`config.mk`:
```
export PLATFORM = sky130hd
export DESIGN_NAME = sevseg_scan_driver
export DESIGN_NICKNAME = d
export VERILOG_FILES = /design/src/rtl/sevseg_pkg.sv /design/src/rtl/sevseg_scan_driver_bin2bcd_seq.sv /design/src/rtl/sevseg_scan_driver.sv
export SDC_FILE = /design/constraint.sdc
export NUM_CORES = 1
export LEC_CHECK = 0
export BUFFER_PORTS_ARGS = -buffer_cell sky130_fd_sc_hd__buf_2
export CAP_MARGIN = 20
export CORE_MARGIN = 2
export CORE_UTILIZATION = 59
export CTS_BUF_LIST = sky130_fd_sc_hd__clkbuf_16
export DETAILED_ROUTE_END_ITERATION = 16
export PLACE_DENSITY_LB_ADDON = 0.12
export SKIP_CTS_REPAIR_TIMING = 1
export SLEW_MARGIN = 25
export SYNTH_ARGS = -nofsm -noshare
export SYNTH_HDL_FRONTEND = slang
export SYNTH_SLANG_ARGS = --single-unit
```
`constraint.sdc`:
```
create_clock -name clk_100mhz -period 2.9 [get_ports clk_100mhz]
set_input_delay 0.58 -clock clk_100mhz [delete_from_list [all_inputs] [get_ports clk_100mhz]]
set_output_delay 0.58 -clock clk_100mhz [all_outputs]
set_load 0.02 [all_outputs]
```
`src/rtl/sevseg_pkg.sv`:
```
// -----------------------------------------------------------------------------
// sevseg_pkg
//   Shared definitions for the seven-segment scan driver:
//     - active-low segment patterns {a,b,c,d,e,f,g} for digits 0..9,
//       the blank pattern and the overflow dash
//     - converter FSM state type (IDLE / SHIFT / LOAD)
//     - clog2 and pow10 constant functions used for sizing and MAX_VAL
// -----------------------------------------------------------------------------
package sevseg_pkg;

    localparam logic [6:0] SEG_0     = 7'b0000001;
    localparam logic [6:0] SEG_1     = 7'b1001111;
    localparam logic [6:0] SEG_2     = 7'b0010010;
    localparam logic [6:0] SEG_3     = 7'b0000110;
    localparam logic [6:0] SEG_4     = 7'b1001100;
    localparam logic [6:0] SEG_5     = 7'b0100100;
    localparam logic [6:0] SEG_6     = 7'b0100000;
    localparam logic [6:0] SEG_7     = 7'b0001111;
    localparam logic [6:0] SEG_8     = 7'b0000000;
    localparam logic [6:0] SEG_9     = 7'b0000100;
    localparam logic [6:0] SEG_BLANK = 7'b1111111;
    localparam logic [6:0] SEG_DASH  = 7'b1111110;

    typedef enum logic [1:0] {
        IDLE  = 2'd0,
        SHIFT = 2'd1,
        LOAD  = 2'd2
    } conv_state_t;

    // Number of bits needed to hold values 0..value-1.
    function automatic int clog2(input int value);
        int r;
        int v;
        r = 0;
        v = value - 1;
        while (v > 0) begin
            r = r + 1;
            v = v >> 1;
        end
        return r;
    endfunction

    // 10^n as a 64-bit constant (n <= 8 in practice).
    function automatic logic [63:0] pow10(input int n);
        logic [63:0] p;
        p = 64'd1;
        for (int i = 0; i < n; i++) begin
            p = p * 64'd10;
        end
        return p;
    endfunction

endpackage

```
`src/rtl/sevseg_scan_driver_bin2bcd_seq.sv`:
```
// -----------------------------------------------------------------------------
// bin2bcd_seq
//   Sequential double-dabble binary-to-BCD converter with a valid/ready input.
//
//   Handshake: the converter is ready exactly when o_state == IDLE. A value is
//   transferred on a rising clk edge where i_valid is high and the state is
//   IDLE; i_valid is ignored in every other state and the source must hold
//   its value until it sees the transfer.
//
//   Ports:
//     clk, rst_n     clock, asynchronous active-low reset
//     i_value        binary value to convert
//     i_valid        i_value is valid
//     o_done         one-cycle pulse (LOAD state): o_bcd/o_overflow are final
//     o_bcd          N_DIGITS BCD digits, digit 0 in bits [3:0]
//     o_overflow     value captured at the transfer exceeded 10^N_DIGITS-1
//     o_state        current FSM state (also the ready indication)
// -----------------------------------------------------------------------------
module bin2bcd_seq
    import sevseg_pkg::*;
#(
    parameter int N_DIGITS = 4,
    parameter int DATA_W   = 16
) (
    input  logic                  clk,
    input  logic                  rst_n,
    input  logic [DATA_W-1:0]     i_value,
    input  logic                  i_valid,
    output logic                  o_done,
    output logic [4*N_DIGITS-1:0] o_bcd,
    output logic                  o_overflow,
    output conv_state_t           o_state
);

    // One guard nibble above the visible digits keeps the adjust step well
    // defined for out-of-range values (those are shown as dashes anyway).
    localparam int          SCR_W   = 4*N_DIGITS + 4;
    localparam int          CNT_W   = clog2(DATA_W + 1);
    localparam logic [63:0] MAX_VAL = pow10(N_DIGITS) - 64'd1;
    localparam logic [63:0] IN_MAX  = (64'd1 << DATA_W) - 64'd1;
    localparam bit          OVF_EN  = (IN_MAX > MAX_VAL);

    conv_state_t              r_state;
    conv_state_t              w_next_state;
    logic [DATA_W-1:0]        r_shift;
    logic [SCR_W-1:0]         r_scratch;
    logic [CNT_W-1:0]         r_count;
    logic                     r_ovf;
    logic                     w_accept;
    logic                     w_value_ovf;
    logic [SCR_W-1:0]         w_adj;
    logic [SCR_W+DATA_W-1:0]  w_shifted;

    assign w_accept = (r_state == IDLE) && i_valid;

    // When no input value can exceed MAX_VAL the comparison is tied off.
    generate
        if (OVF_EN) begin : g_ovf
            assign w_value_ovf = (64'(i_value) > MAX_VAL);
        end else begin : g_no_ovf
            assign w_value_ovf = 1'b0;
        end
    endgenerate

    // Double-dabble adjust: every nibble >= 5 gets +3 before the shift.
    always_comb begin
        w_adj = r_scratch;
        for (int n = 0; n < SCR_W/4; n++) begin
            if (r_scratch[4*n +: 4] >= 4'd5) begin
                w_adj[4*n +: 4] = r_scratch[4*n +: 4] + 4'd3;
            end
        end
    end

    assign w_shifted = {w_adj, r_shift} << 1;

    always_ff @(posedge clk or negedge rst_n) begin
        if (!rst_n) begin
            r_state <= IDLE;
        end else begin
            r_state <= w_next_state;
        end
    end

    always_comb begin
        w_next_state = r_state;
        case (r_state)
            IDLE:    if (i_valid) w_next_state = SHIFT;
            SHIFT:   if (r_count == CNT_W'(1)) w_next_state = LOAD;
            LOAD:    w_next_state = IDLE;
            default: w_next_state = IDLE;
        endcase
    end

    always_ff @(posedge clk or negedge rst_n) begin
        if (!rst_n) begin
            r_shift   <= '0;
            r_scratch <= '0;
            r_count   <= '0;
            r_ovf     <= 1'b0;
        end else if (w_accept) begin
            r_shift   <= i_value;
            r_scratch <= '0;
            r_count   <= CNT_W'(DATA_W);
            r_ovf     <= w_value_ovf;
        end else if (r_state == SHIFT) begin
            {r_scratch, r_shift} <= w_shifted;
            r_count              <= r_count - CNT_W'(1);
        end
    end

    assign o_done     = (r_state == LOAD);
    assign o_bcd      = r_scratch[4*N_DIGITS-1:0];
    assign o_overflow = r_ovf;
    assign o_state    = r_state;

endmodule

```
`src/rtl/sevseg_scan_driver.sv`:
```
// -----------------------------------------------------------------------------
// sevseg_scan_driver
//   Converts a binary value to BCD (sequential double-dabble) and scans it
//   onto N_DIGITS common-anode seven-segment digits, each lit for
//   2^DWELL_W clock cycles.
//
//   Ports:
//     clk_100mhz      system clock
//     reset_n         asynchronous active-low reset
//     value_i         unsigned binary value to display
//     value_valid     value_i is valid
//     value_ready     converter idle, a value is taken when valid && ready
//     anode_activate  active-low digit enables, bit N_DIGITS-1 = leftmost
//     led_out         active-low segments {a,b,c,d,e,f,g}
//     overflow        last accepted value exceeded 10^N_DIGITS-1
//
//   Build option: define SEVSEG_LZB_EN to blank leading zeros (the rightmost
//   digit is always shown; overflow dashes are unaffected).
// -----------------------------------------------------------------------------
module sevseg_scan_driver
    import sevseg_pkg::*;
#(
    parameter int N_DIGITS = 4,
    parameter int DATA_W   = 16,
    parameter int DWELL_W  = 18
) (
    input  logic                clk_100mhz,
    input  logic                reset_n,
    input  logic [DATA_W-1:0]   value_i,
    input  logic                value_valid,
    output logic                value_ready,
    output logic [N_DIGITS-1:0] anode_activate,
    output logic [6:0]          led_out,
    output logic                overflow
);

    localparam int                IDX_W = (N_DIGITS > 1) ? clog2(N_DIGITS) : 1;
    localparam logic [N_DIGITS-1:0] ONE_HOT0 = N_DIGITS'(1);

    conv_state_t           w_conv_state;
    logic                  w_done;
    logic [4*N_DIGITS-1:0] w_bcd;
    logic                  w_ovf;

    logic [4*N_DIGITS-1:0] r_disp;
    logic                  r_ovf;
    logic [DWELL_W-1:0]    r_dwell;
    logic [IDX_W-1:0]      r_idx;
    logic [N_DIGITS-1:0]   r_anode;
    logic [6:0]            r_led;

    logic [3:0]            w_nib;
    logic [N_DIGITS-1:0]   w_anode;
    logic                  w_blank;
    logic [6:0]            w_seg;
    logic [6:0]            w_led;

    bin2bcd_seq #(
        .N_DIGITS (N_DIGITS),
        .DATA_W   (DATA_W)
    ) u_bin2bcd (
        .clk        (clk_100mhz),
        .rst_n      (reset_n),
        .i_value    (value_i),
        .i_valid    (value_valid),
        .o_done     (w_done),
        .o_bcd      (w_bcd),
        .o_overflow (w_ovf),
        .o_state    (w_conv_state)
    );

    assign value_ready = (w_conv_state == IDLE);

    // Display register only changes on the done pulse, never mid-conversion.
    always_ff @(posedge clk_100mhz or negedge reset_n) begin
        if (!reset_n) begin
            r_disp <= '0;
            r_ovf  <= 1'b0;
        end else if (w_done) begin
            r_disp <= w_bcd;
            r_ovf  <= w_ovf;
        end
    end

    // Dwell counter wraps naturally; the index advances on its terminal count.
    // The >= compare keeps the index inside 0..N_DIGITS-1 for any N_DIGITS.
    always_ff @(posedge clk_100mhz or negedge reset_n) begin
        if (!reset_n) begin
            r_dwell <= '0;
            r_idx   <= '0;
        end else begin
            r_dwell <= r_dwell + DWELL_W'(1);
            if (&r_dwell) begin
                if (r_idx >= IDX_W'(N_DIGITS - 1)) begin
                    r_idx <= '0;
                end else begin
                    r_idx <= r_idx + IDX_W'(1);
                end
            end
        end
    end

`ifdef SEVSEG_LZB_EN
    // w_lz[k]: every digit from the leftmost through index k is zero.
    logic [N_DIGITS-1:0] w_lz;
    generate
        for (genvar k = 0; k < N_DIGITS - 1; k++) begin : g_lz
            assign w_lz[k] = (r_disp[4*N_DIGITS-1 -: 4*(k+1)] == '0);
        end
    endgenerate
    assign w_lz[N_DIGITS-1] = 1'b0;
`endif

    // Index k (0 = leftmost) selects BCD nibble N_DIGITS-1-k and pulls anode
    // bit N_DIGITS-1-k low.
    always_comb begin
        w_nib   = 4'd0;
        w_anode = '1;
        w_blank = 1'b0;
        for (int k = 0; k < N_DIGITS; k++) begin
            if (r_idx == IDX_W'(k)) begin
                w_nib   = r_disp[4*(N_DIGITS-1-k) +: 4];
                w_anode = ~(ONE_HOT0 << (N_DIGITS - 1 - k));
`ifdef SEVSEG_LZB_EN
                w_blank = w_lz[k];
`else
                w_blank = 1'b0;
`endif
            end
        end
    end

    always_comb begin
        w_seg = SEG_BLANK;
        case (w_nib)
            4'd0:    w_seg = SEG_0;
            4'd1:    w_seg = SEG_1;
            4'd2:    w_seg = SEG_2;
            4'd3:    w_seg = SEG_3;
            4'd4:    w_seg = SEG_4;
            4'd5:    w_seg = SEG_5;
            4'd6:    w_seg = SEG_6;
            4'd7:    w_seg = SEG_7;
            4'd8:    w_seg = SEG_8;
            4'd9:    w_seg = SEG_9;
            default: w_seg = SEG_BLANK;
        endcase
    end

    always_comb begin
        w_led = w_seg;
        if (r_ovf) begin
            w_led = SEG_DASH;
        end else if (w_blank) begin
            w_led = SEG_BLANK;
        end
    end

    // Anode and segments are registered together so they switch on one edge.
    always_ff @(posedge clk_100mhz or negedge reset_n) begin
        if (!reset_n) begin
            r_anode <= '1;
            r_led   <= SEG_BLANK;
        end else begin
            r_anode <= w_anode;
            r_led   <= w_led;
        end
    end

    assign anode_activate = r_anode;
    assign led_out        = r_led;
    assign overflow       = r_ovf;

endmodule

```
# After elaboration in Yosys (flattened, before gate mapping)
# Memories as Yosys holds them, arrays and structs flattened.
# Index checks and enable logic that the tools add are counted.
# op_classes
reduce_logical,6
n_shift,0
mux,24
add_sub_neg,8
mul,0
n_bitwise,0
eq_ne,8
div,0
order_cmp,7
# ops
cell,count
4-bit 2-to-1 mux,12
20-bit 2-to-1 mux,2
16-bit 2-to-1 mux,2
"4-bit by 3-bit greater-or-equal comparator with 1-bit output, second input constant",5
"18-bit by 1-bit adder with 18-bit output, second input constant",1
18-bit AND reduction,1
"4-bit by 2-bit adder with 4-bit output, second input constant",4
"16-bit by 14-bit > comparator with 1-bit output, second input constant",1
5-bit 2-to-1 mux,2
7-bit 2-to-1 mux,1
"2-bit equality test, second input constant",3
2-bit 2-to-1 mux,3
"5-bit by 1-bit equality test with 1-bit output, second input constant",1
"5-bit by 1-bit subtractor with 5-bit output, second input constant",1
"2-bit by 1-bit equality test with 1-bit output, second input constant",2
2-bit zero test,2
2-bit one-hot mux with 2 select lines,1
"3-bit by 2-bit adder with 3-bit output, second input constant",1
3-bit 2-to-1 mux,1
"2-bit by 1-bit adder with 2-bit output, second input constant",1
"2-bit greater-or-equal comparator, second input constant",1
"2-bit by 1-bit != test with 1-bit output, second input constant",1
"2-bit != test, second input constant",1
2-bit AND reduction,1
other kinds (2),2
# totals
ram_bits,0
latchBits,0
mem_count,1
mem_bits_ro,112
ff_bits,92
# mem_list
name,words,word_bits,rd,rd_ports_with_merged_regs,write_ports,line_no,text
(no name shown),16,7,1,0,0,sevseg_scan_driver.sv:135,case (w_nib)

# Longest topological paths before layout
# Gate-level depths: netlist of the first run.
# An unclocked memory read counts as a cell.
# depth
depth_word,7
depth_mapped,10
ltp_nobuf,10

# By module
# From an unflattened synthesis of the first run, not the netlist that was laid out.
# hier_totals
hier_cells,410
hier_area_um2,4526.8
# modules_own_cells
mod,n_inst,area_each_um2,cells_per_inst
sevseg_scan_driver,1,2273.4,182
bin2bcd_seq,1,2253.4,228

# Least setup slack after synthesis of the first run
# OpenSTA, ideal clock, no wires.
# synth_path
path_type,register -> register
start,reg r_idx[1]
end,"reg r_led[1], in the netlist led_out[1]"
setup_slack_ns,0.931
setup_ns,0.073
required_time_ns,2.827
period_less_slack_ns,1.969
n_path_buf,1
path_stages_with_launch,11
arrival_ns,1.896
path_cell_list,dfrtp_1 -> inv_1 -> ha_1 -> buf_2 -> nand3b_1 -> a31oi_1 -> inv_1 -> ha_1 -> inv_1 -> mux2i_1 -> a21oi_1
# synth_via
elab_chain_len,7
word_cells_on_any_way,10
# synth_lines
element,line_no,text
"start, declared",sevseg_scan_driver.sv:48,logic [IDX_W-1:0] r_idx;
"start signal, assigned",sevseg_scan_driver.sv:97,r_idx <= r_idx + IDX_W'(1);
2-bit zero test,sevseg_scan_driver.sv:121,if (r_idx == IDX_W'(k)) begin
4-bit 2-to-1 mux (3 in series),sevseg_scan_driver.sv:121,
4-bit 2-to-1 mux *,sevseg_scan_driver.sv:121,
memory 16 x 7 bit *,-,
7-bit 2-to-1 mux *,sevseg_scan_driver.sv:152,if (r_ovf) begin
via w_led[1],sevseg_scan_driver.sv:56,logic [6:0] w_led;
"end signal, assigned",sevseg_scan_driver.sv:166,r_led <= w_led;
"end, declared",sevseg_scan_driver.sv:50,logic [6:0] r_led;
# Mark *: on every way through the listed nets, which the timed path passes. The rest lies on a longest branch.
# A chain may end at the register's enable or synchronous reset.

# Worst setup path after layout of the first run
# layout_path
start,reg r_idx[0]
end,"reg r_led[1], in the netlist led_out[1]"
# The elaborated chain is that of the path after synthesis.

==> out/qor.yml, run 1 <==
syn_nets: 439
drc: 0
grt_max_degree: 40
yosys-top-cells-count: "dfrtp_1 (77), nand2_1 (65), o21ai_0 (28), ha_1 (23), inv_1 (21)"
use_met2_pct: 34.2
hp-class: "input port to async pin"
drtAntennaViolNets: 0
drt-initial-drc-count: 118
multiInputGateArea_um2: 1810
final.setup.worst_slack_ns: 0.575
period_minus_slack_ns: 2.33
routabilityCongestion: 0.877
wire_per_inst_um: 13.7
die_w_um: 87.9
grt_antenna_before_repair: 0
drtPass1Iterations: 4
fin_util_pct: 70.1
vias: 2896
via_per_inst: 5.43
ys_ff_latch: 88
cts-root-buf: "clkbuf_16"
synth_cell_types: 47
tightestPinTransition_ns: 0.915
worstPathRequired_ns: 3.16
status: "completed"
synthCells: 397
die_h_um: 87.9
start_util_pct: 61.2
cts_buffers: 9
ir_worst_vdd_uv: 554
first_global_vias: 2767
area_growth_pct: 14.6
port_buffers: 31
io_pins: 32
synth_most_common_cell: "dfrtp_1"
crit_arrival_ns: 2.59
grt_first_pass_wirelength_um: 12800
grtUsageMet1_pct: 28.7
antenna_cells: 0
yosys_warnings: 0
post-synth-top-area-cell: "dfrtp_1"
r2r_slack_ns: 0.57
regArea_um2: 2220
avgSynthCellArea_um2: 10.5
grt-ovfl-total: 0
place_inst: 517
num_rows: 30
drive_above_1_share_pct: 18.3
rsz0062_at_grt: "no"
place_ws_ns: 0.624
max_freq_mhz: 430
cap_violations: 0
finalHoldViolations: 0
leakage_nw: 2.24
coreArea_um2: 6790
n_fill_cell: 513
cp_max_fo: 6
die_area_um2: 7730
synth_ff_type: "dfrtp_1"
clock_latency_ns: 0.33
r2r.worst_path.cells: 10
syn-cell-area_um2: 4160
synth-async-reset-ratio_pct: 100
power-per-cell-area_nw_per_um2: 945
relSlewSlack_pct: 39.0
grt.total_usage_pct: 21.5
cts_buffer_depth: 2
synthTopCellsByArea: "dfrtp_1 (46%), dfstp_2 (7.0%), ha_1 (6.9%)"
cts_max_level: 3
met3_usage_pct: 3.30
fin_setup_tns_ns: 0
wirelength_um: 7290
yosysSeqAreaShare_pct: 53.3
dp_hpwl_um: 5030
tritoncts: "yes"
clock_sinks: 88
fin_nets: 474
fin_skew_ns: 0.00556
synth_top_area_share_pct: 46.4
busiest_layer: "met2"
setup_viol: 0
crit_type: "flop to flop"
cp-start-kind: "flop"
crit_path_end_kind: "flop"
fin_crit_sh_pct: 80.2
path_clk_slew_ns: 0.06
final_cell_count_no_fill: 533
synth-edff-count: 0
finalMaxSlewViolations: 0
==> power breakdown <==
part           internal (mW)  leakage (nW)  switching (mW)
registers               1.61          1.08           0.253
logic                  0.571         0.982           0.795
clock network          0.830         0.173           0.442
total                   3.01          2.24            1.49
==> stage by stage <==
step                hold slack (ns)  cell area [um2]  total power [mW]
floorplan                     0.284             4160              2.88
global placement              0.454             4430              3.21
detailed placement            0.462             4430              3.25
CTS                           0.221             4760              4.54
global route                  0.248             4760              4.83
finish                        0.207             4760              4.50
==> flip-flops by register name (all words and copies together) (netlist names) <==
name / count
u_bin2bcd.r_count: 5
anode_activate: 4
u_bin2bcd.r_shift: 16
led_out: 7
u_bin2bcd.o_overflow: 1
overflow: 1
u_bin2bcd.o_state: 2
u_bin2bcd.r_scratch: 16
r_disp: 16
r_idx: 2
r_dwell: 18
==> cell usage in the layout (no fill, tap or decap), types with 3 or more instances in the layout <==
master and n:
a21oi_1 13, a22oi_1 14, a31oi_1 3, a32o_1 4, buf_2 30, buf_4 8
bufinv_16 3, clkbuf_16 9, dfrtp_1 77, dfstp_2 11, ha_1 23, inv_1 24
mux2_2 9, mux2i_1 3, nand2_1 65, nand2b_1 8, nand3_1 20, nor2_1 18
nor4_1 3, o211ai_1 4, o21ai_0 28, o31ai_1 5, xnor2_1 16, xor2_1 7
==> routing by layer <==
layer,wire length (um),share of wire [%]
met5,0,0
met3,188,2.6
met1,3460,47
met4,155,2.1
met2,3490,48
==> layout make-up <==
cell class,instances,share of cell area (%)
inverter,21,1.66
clock inverter,7,2.23
timing repair buffer,38,4.41
tap,96,2.52
multi-input combinational,274,37.9
sequential,88,46.5
clock buffer,9,4.73
==> worst max-delay path, stage by stage (launching register included) <==
cell	delay, ns
dfrtp_1	0.43
inv_1	0.11
ha_1	0.25
nand2b_1	0.18
o22ai_1	0.11
a31oi_1	0.43
inv_1	0.21
ha_1	0.23
inv_1	0.07
mux2i_1	0.07
a21oi_1	0.15
==> logic make-up after synthesis <==
family / count (synthesis) / share of synthesized area [%]
simple gates: 131 / 14.5
flops: 88 / 53.3
compound gates: 82 / 13.0
buf+inv: 35 / 3.22
xor+xnor: 23 / 4.85
fa+ha+maj: 23 / 6.93
mux: 15 / 4.16
==> worst paths after layout <==
path | start | endpoint
worst min register to register | r_dwell[14] | r_dwell[14]
min in group clk_100mhz | value_i[3] | u_bin2bcd.r_shift[3]
worst max-delay path | r_idx[0] | led_out[1]
worst min-delay path | reset_n | r_disp[13]
worst max register to register | r_idx[0] | led_out[1]
max in group asynchronous | reset_n | u_bin2bcd.r_shift[6]
Note: power is estimated with default switching activity, not from simulation.
==> run 2, diff against run 1 <==
--- a/config.mk
+++ b/config.mk
@@ -8,7 +8,7 @@
 export BUFFER_PORTS_ARGS = -buffer_cell sky130_fd_sc_hd__buf_2
 export CAP_MARGIN = 20
 export CORE_MARGIN = 2
-export CORE_UTILIZATION = 59
+export CORE_UTILIZATION = 54
 export CTS_BUF_LIST = sky130_fd_sc_hd__clkbuf_16
 export DETAILED_ROUTE_END_ITERATION = 16
 export PLACE_DENSITY_LB_ADDON = 0.12
==> constraint.sdc (replaced) <==
create_clock -name clk_100mhz -period 2 [get_ports clk_100mhz]
set_input_delay 0.4 -clock clk_100mhz [delete_from_list [all_inputs] [get_ports clk_100mhz]]
set_output_delay 0.4 -clock clk_100mhz [all_outputs]
set_load 0.02 [all_outputs]
==> run 2 against run 1 <==
The flow now finishes with violations (negative setup slack). Largest cell class unchanged. Utilization down 2.8 points. Critical path type unchanged. First-iteration DRC count up 10%. Critical endpoint is now led_out[0]. Flip-flop and latch count unchanged.
==> out/qor.yml, run 2 (synthesis gave the netlist of run 1 again) <==
grtUsageMet1_pct: 26.8  # -1.9 points
crit_path_end_kind: "flop"
clock_sinks: 88  # unchanged
cts_buffer_depth: 2  # unchanged
fin_nets: 492  # +3.8%
finalHoldViolations: 0  # unchanged
cp-start-kind: "flop"
start_util_pct: 56.4  # -4.8 points
worst_hold_slack_ns: 0.0616  # -0.145 ns
wirelength_um: 7920  # +8.6%
drtAntennaViolNets: 0  # unchanged
path_clk_slew_ns: 0.06  # about the same
fin_skew_ns: 0.00675  # +0.00119 ns
fin_setup_tns_ns: -0.00661  # -0.00661 ns
io_pins: 32  # unchanged
period_minus_slack_ns: 2.01  # -0.318 ns
drtPass1Iterations: 4  # unchanged
cts-root-buf: "clkbuf_16"
crit_type: "flop to flop"
grt.total_usage_pct: 19.9  # -1.6 points
relSlewSlack_pct: 49.1  # +10 points
use_met2_pct: 32.5  # -1.6 points
worstPathRequired_ns: 2.24  # -0.92 ns
antenna_cells: 0  # unchanged
finalMaxSlewViolations: 0  # unchanged
power-per-cell-area_nw_per_um2: 1290  # +37%
final_common_cell: "dfrtp_1"
cp_max_fo: 6  # unchanged
die_h_um: 91.7  # +4.3%
final.setup.worst_slack_ns: -0.00661  # -0.582 ns
routabilityCongestion: 0.841  # -4.1%
ir_worst_vdd_uv: 853  # +54%
vias: 3001  # +3.6%
met3_usage_pct: 3.29  # -0.012 points
largest_reg_flops: 18  # unchanged
status: "finished with violations"
dp_hpwl_um: 5440  # +8.3%
drc: 0  # unchanged
cap_violations: 0  # unchanged
tritoncts: "yes"
coreArea_um2: 7370  # +8.5%
grt_first_pass_wirelength_um: 13600  # +6.2%
clock_latency_ns: 0.33  # about the same
largest_register: "r_dwell"
first_global_vias: 2939  # +6.2%
wire_per_inst_um: 14.3  # +4.5%
num_rows: 31  # +3.3%
multiInputGateArea_um2: 1870  # +3.7%
area_growth_pct: 19.3
grt-ovfl-total: 0  # unchanged
busiest_layer: "met2"
grt_max_degree: 43  # +7.5%
die_w_um: 91.7  # +4.3%
fin_util_pct: 67.3  # -2.8 points
final_cell_mix: "dfrtp_1 (75), nand2_1 (65), buf_2 (30)"
tightestPinTransition_ns: 0.764  # -0.151 ns
drt-initial-drc-count: 130  # +10%
crit_arrival_ns: 2.24  # -0.35 ns
violations: "negative setup slack"
hp-class: "input port to async pin"
die_area_um2: 8410  # +8.8%
leakage_nw: 2.30  # +2.6%
port_buffers: 31  # unchanged
setup_viol: 1  # +1
n_fill_cell: 576  # +12%
max_freq_mhz: 498  # +16%
via_per_inst: 5.42  # -0.30%
drive_above_1_share_pct: 25.1  # +6.7 points
regArea_um2: 2220  # +0.11%
grt_antenna_before_repair: 0  # unchanged
r2r.worst_path.cells: 9  # -1
cts_max_level: 3  # unchanged
fin_crit_sh_pct: 100  # +20 points
cts_buffers: 9  # unchanged
rsz0062_at_grt: "yes"
[run 2: metal layers]
metal  share of wire (%)  up-vias  wire length, um
met1                  48     1467             3780
met3                 2.5        6              199
met4                0.92        0               73
met5                   0        -                0
li1                    -     1486                -
met2                  49       42             3870
[run 2: path summary, 6_finish.rpt]
kind                                 start                   end  slack, ns
worst max register to register    r_idx[1]            led_out[0]     -0.007
worst min-delay path               reset_n           r_dwell[11]       0.06
min in group clk_100mhz         value_i[0]  u_bin2bcd.r_shift[0]       0.29
worst min register to register  r_dwell[0]            r_dwell[0]       0.47
max in group asynchronous          reset_n  u_bin2bcd.r_shift[0]       1.40
worst max-delay path              r_idx[1]            led_out[0]     -0.007
[run 2: cell type report]
class | instances | share of cell area [%]
flip-flops and latches | 88 | 44.8
multi-input cells | 274 | 37.8
repair buffers | 56 | 7.47
clock buffers | 9 | 4.54
well taps | 99 | 2.50
inverters | 21 | 1.64
clock inverters | 7 | 1.31
[run 2: critical path, cell delays in order (launching register included)]
cell,delay (ns)
dfrtp_2,0.47
inv_2,0.12
ha_4,0.14
nand2_1,0.05
o211ai_1,0.22
o211ai_1,0.26
inv_1,0.17
ha_2,0.19
mux2i_1,0.06
a211oi_1,0.24
[run 2: metrics by stage]
| stage | std cells | total power [mW] | area, um2 | worst slack [ns] |
|---|---|---|---|---|
| after global routing | 554 | 6.86 | 4960 | -0.166 |
| after CTS | 552 | 6.43 | 4870 | -0.0553 |
| final | 554 | 6.42 | 4960 | -0.00661 |
| after global placement | 536 | 4.70 | 4580 | 0.0940 |
| after floorplan | 397 | 4.17 | 4160 | 0.0310 |
| after detailed placement | 536 | 4.79 | 4580 | -0.0331 |
[run 2: power breakdown]
part	total (mW)	switching, mW	internal [mW]
sequential	2.71	0.379	2.33
combinational	2.08	1.19	0.883
clock	1.63	0.673	0.957
total	6.42	2.25	4.17
==> run 3, diff against run 2 <==
--- a/config.mk
+++ b/config.mk
@@ -5,6 +5,7 @@
 export SDC_FILE = /design/constraint.sdc
 export NUM_CORES = 1
 export LEC_CHECK = 0
+export ABC_AREA = 1
 export BUFFER_PORTS_ARGS = -buffer_cell sky130_fd_sc_hd__buf_2
 export CAP_MARGIN = 20
 export CORE_MARGIN = 2
@@ -17,3 +18,4 @@
 export SYNTH_ARGS = -nofsm -noshare
 export SYNTH_HDL_FRONTEND = slang
 export SYNTH_SLANG_ARGS = --single-unit
+export TNS_END_PERCENT = 5
==> run 3 against run 2 <==
The flow now finishes without violations. Sequential share of layout area grew 0.69 points. Setup slack gained 0.11 ns. First-iteration DRC count shrank 24%. Cell area shrank 1.5%. Clock power grew 7%. Clock skew shrank 0.0017 ns. Flip-flop and latch count is the same. Cell count grew 9.0%. Fmax grew 6.0%. Sequential power is essentially flat. Utilization shrank 3.4 points. Critical path type unchanged. Global-route usage shrank 0.74 points.
==> out/qor.yml, run 3 <==
fin_setup_tns_ns: 0  # +0.00661 ns
r2r_slack_ns: 0.11  # +0.11 ns
num_rows: 32  # +3.2%
synth_most_common_cell: "nand2_1"
cts_buffers: 9  # unchanged
grt_max_degree: 66  # +53%
cts-root-buf: "clkbuf_16"
cp_num_buf_inv: 3  # +1
start_util_pct: 55.4  # -0.97 points
setup_viol: 0  # -1
synthCells: 459  # +16%
grt.total_usage_pct: 19.2  # -0.74 points
die_w_um: 92.6  # +0.94%
fin_nets: 539  # +9.6%
crit_type: "flop to flop"
synth-edff-count: 0  # unchanged
avgSynthCellArea_um2: 9.23  # -12%
antenna_cells: 0  # unchanged
fin_skew_ns: 0.00509  # -0.00166 ns
path_clk_slew_ns: 0.06  # about the same
grt_first_pass_wirelength_um: 13300  # -2.4%
tightestPinTransition_ns: 0.542  # -0.222 ns
cts_buffer_depth: 2  # unchanged
drive_above_1_share_pct: 17.5  # -7.5 points
dp_hpwl_um: 5330  # -2.1%
synth_ff_type: "dfrtp_1"
ir_worst_vdd_uv: 744  # -13%
via_per_inst: 5.23  # -3.5%
io_pins: 32  # unchanged
coreArea_um2: 7650  # +3.8%
synthTopCellsByArea: "dfrtp_1 (45%), nand2_1 (8.0%), dfstp_2 (6.8%)"
yosysSeqAreaShare_pct: 52.3  # -1.0 points
hp-class: "input port to flop"
first_global_vias: 3052  # +3.8%
ys_ff_latch: 88  # unchanged
busiest_layer: "met2"
slowest_delay_ns: 0.46  # about the same
syn-cell-area_um2: 4240  # +2.0%
use_met2_pct: 33.5  # +0.98 points
drtPass1Iterations: 4  # unchanged
cpMaxStageDelayCell: "dfrtp_2"
grt_antenna_before_repair: 0  # unchanged
fin_crit_sh_pct: 94.6  # -5.7 points
met3_usage_pct: 3.66  # +0.37 points
finalHoldViolations: 0  # unchanged
die_h_um: 92.6  # +0.94%
worstPathRequired_ns: 2.25  # about the same
cp_max_fo: 6  # unchanged
die_area_um2: 8570  # +1.9%
cp-start-kind: "flop"
status: "completed"
final_cell_mix: "nand2_1 (90), dfrtp_1 (75), inv_1 (56)"
final.setup.worst_slack_ns: 0.107  # +0.114 ns
wirelength_um: 7570  # -4.4%
max_freq_mhz: 528  # +6.0%
place_ws_ns: -0.0104  # +0.0226 ns
post-synth-top-area-cell: "dfrtp_1"
drc: 0  # unchanged
relSlewSlack_pct: 63.9  # +15 points
grt-ovfl-total: 0  # unchanged
clock_sinks: 88  # unchanged
clock_latency_ns: 0.33  # about the same
yosys_warnings: 0  # unchanged
largest_register: "r_dwell"
synth-async-reset-ratio_pct: 100  # unchanged
routabilityCongestion: 0.855  # +1.7%
n_fill_cell: 645  # +12%
syn_nets: 501  # +14%
tritoncts: "yes"
synth_cell_types: 32  # -32%
crit_path_end_kind: "flop"
wire_per_inst_um: 12.5  # -12%
drtAntennaViolNets: 0  # unchanged
cts_max_level: 3  # unchanged
finalMaxSlewViolations: 0  # unchanged
drt-initial-drc-count: 99  # -24%
cp_common_cell: "nand2_1"
fin_util_pct: 63.8  # -3.4 points
vias: 3157  # +5.2%
cap_violations: 0  # unchanged
rsz0062_at_grt: "no"
port_buffers: 31  # unchanged
final_common_cell: "nand2_1"
power-per-cell-area_nw_per_um2: 1400  # +8.1%
crit_arrival_ns: 2.15  # -0.09 ns
synth_top_area_share_pct: 45.5  # -0.90 points
path_cells: "inv_2 -> ha_2 -> nand3_1 -> a21oi_1 -> o22ai_1 -> buf_4 -> ha_1 -> inv_1 -> nand2_1 -> o211ai_1 -> nand2_1"
leakage_nw: 2.42  # +5.3%
area_growth_pct: 15.2
yosys-top-cells-count: "nand2_1 (90), dfrtp_1 (77), inv_1 (59), o21ai_0 (48), nor2_1 (30)"
grtUsageMet1_pct: 24.2  # -2.6 points
largest_reg_flops: 18  # unchanged
path_delay_family: "adder cells"
period_minus_slack_ns: 1.89  # -0.114 ns
## run 3: kinds of logic (layout without fill, tap and decap cells)
family                   after synthesis  in the layout  share of synthesized area, %
AO/OA/AOI/OAI                        100            100                          14.2
XOR/XNOR                              16             16                          3.31
buffers and inverters                 74            117                          7.06
flip-flops                            88             88                          52.3
AND/OR/NAND/NOR                      157            157                          16.1
multiplexers                           1              1                         0.266
adder cells (fa/ha/maj)               23             23                          6.79
## run 3: where the power goes
| group | switching [mW] | internal (mW) | total, mW |
|---|---|---|---|
| registers | 0.298 | 2.40 | 2.70 |
| logic | 1.48 | 0.908 | 2.39 |
| clock network | 0.659 | 1.08 | 1.74 |
| total | 2.44 | 4.39 | 6.83 |
## run 3: through the flow
stage / instance area [um2] / instances / hold slack, ns / power (mW)
after floorplan: 4240 / 459 / 0.104 / 4.52
after CTS: 4830 / 602 / -0.0374 / 6.88
after global routing: 4880 / 604 / 0.298 / 7.37
after detailed placement: 4520 / 586 / 0.318 / 5.11
final: 4880 / 604 / 0.283 / 6.83
after global placement: 4520 / 586 / 0.315 / 5.04
## run 3: cell type report
type,instances,area [um2],area share [%]
clock buffer,9,225,4.61
clock inverter,7,86.3,1.77
inverter,63,236,4.84
multi-input combinational,297,1750,35.9
sequential,88,2220,45.4
tap,102,128,2.61
timing repair buffer,38,238,4.87
## run 3: final timing paths
| kind | cells after the start | start | end |
|---|---|---|---|
| max | 11 | r_idx[0] | led_out[3] |
| min | 3 | value_i[0] | u_bin2bcd.r_shift[0] |
| max reg2reg | 11 | r_idx[0] | led_out[3] |
| min reg2reg | 1 | r_dwell[12] | r_dwell[12] |
| max in group asynchronous | 3 | reset_n | r_disp[1] |
| min in group asynchronous | 2 | reset_n | r_dwell[10] |
## run 3: worst reg2reg max path: stages, from the launching register on
cell and delay (ns):
dfrtp_2 0.46, inv_2 0.10, ha_2 0.23, nand3_1 0.09
a21oi_1 0.13, o22ai_1 0.08, buf_4 0.16, ha_1 0.29
inv_1 0.05, nand2_1 0.06, o211ai_1 0.10, nand2_1 0.07
## run 3: metal layers
layer | up-vias | routed length (um)
met5 | - | 0
met1 | 1517 | 3600
met4 | 0 | 57
li1 | 1586 | -
met3 | 5 | 226
met2 | 49 | 3690
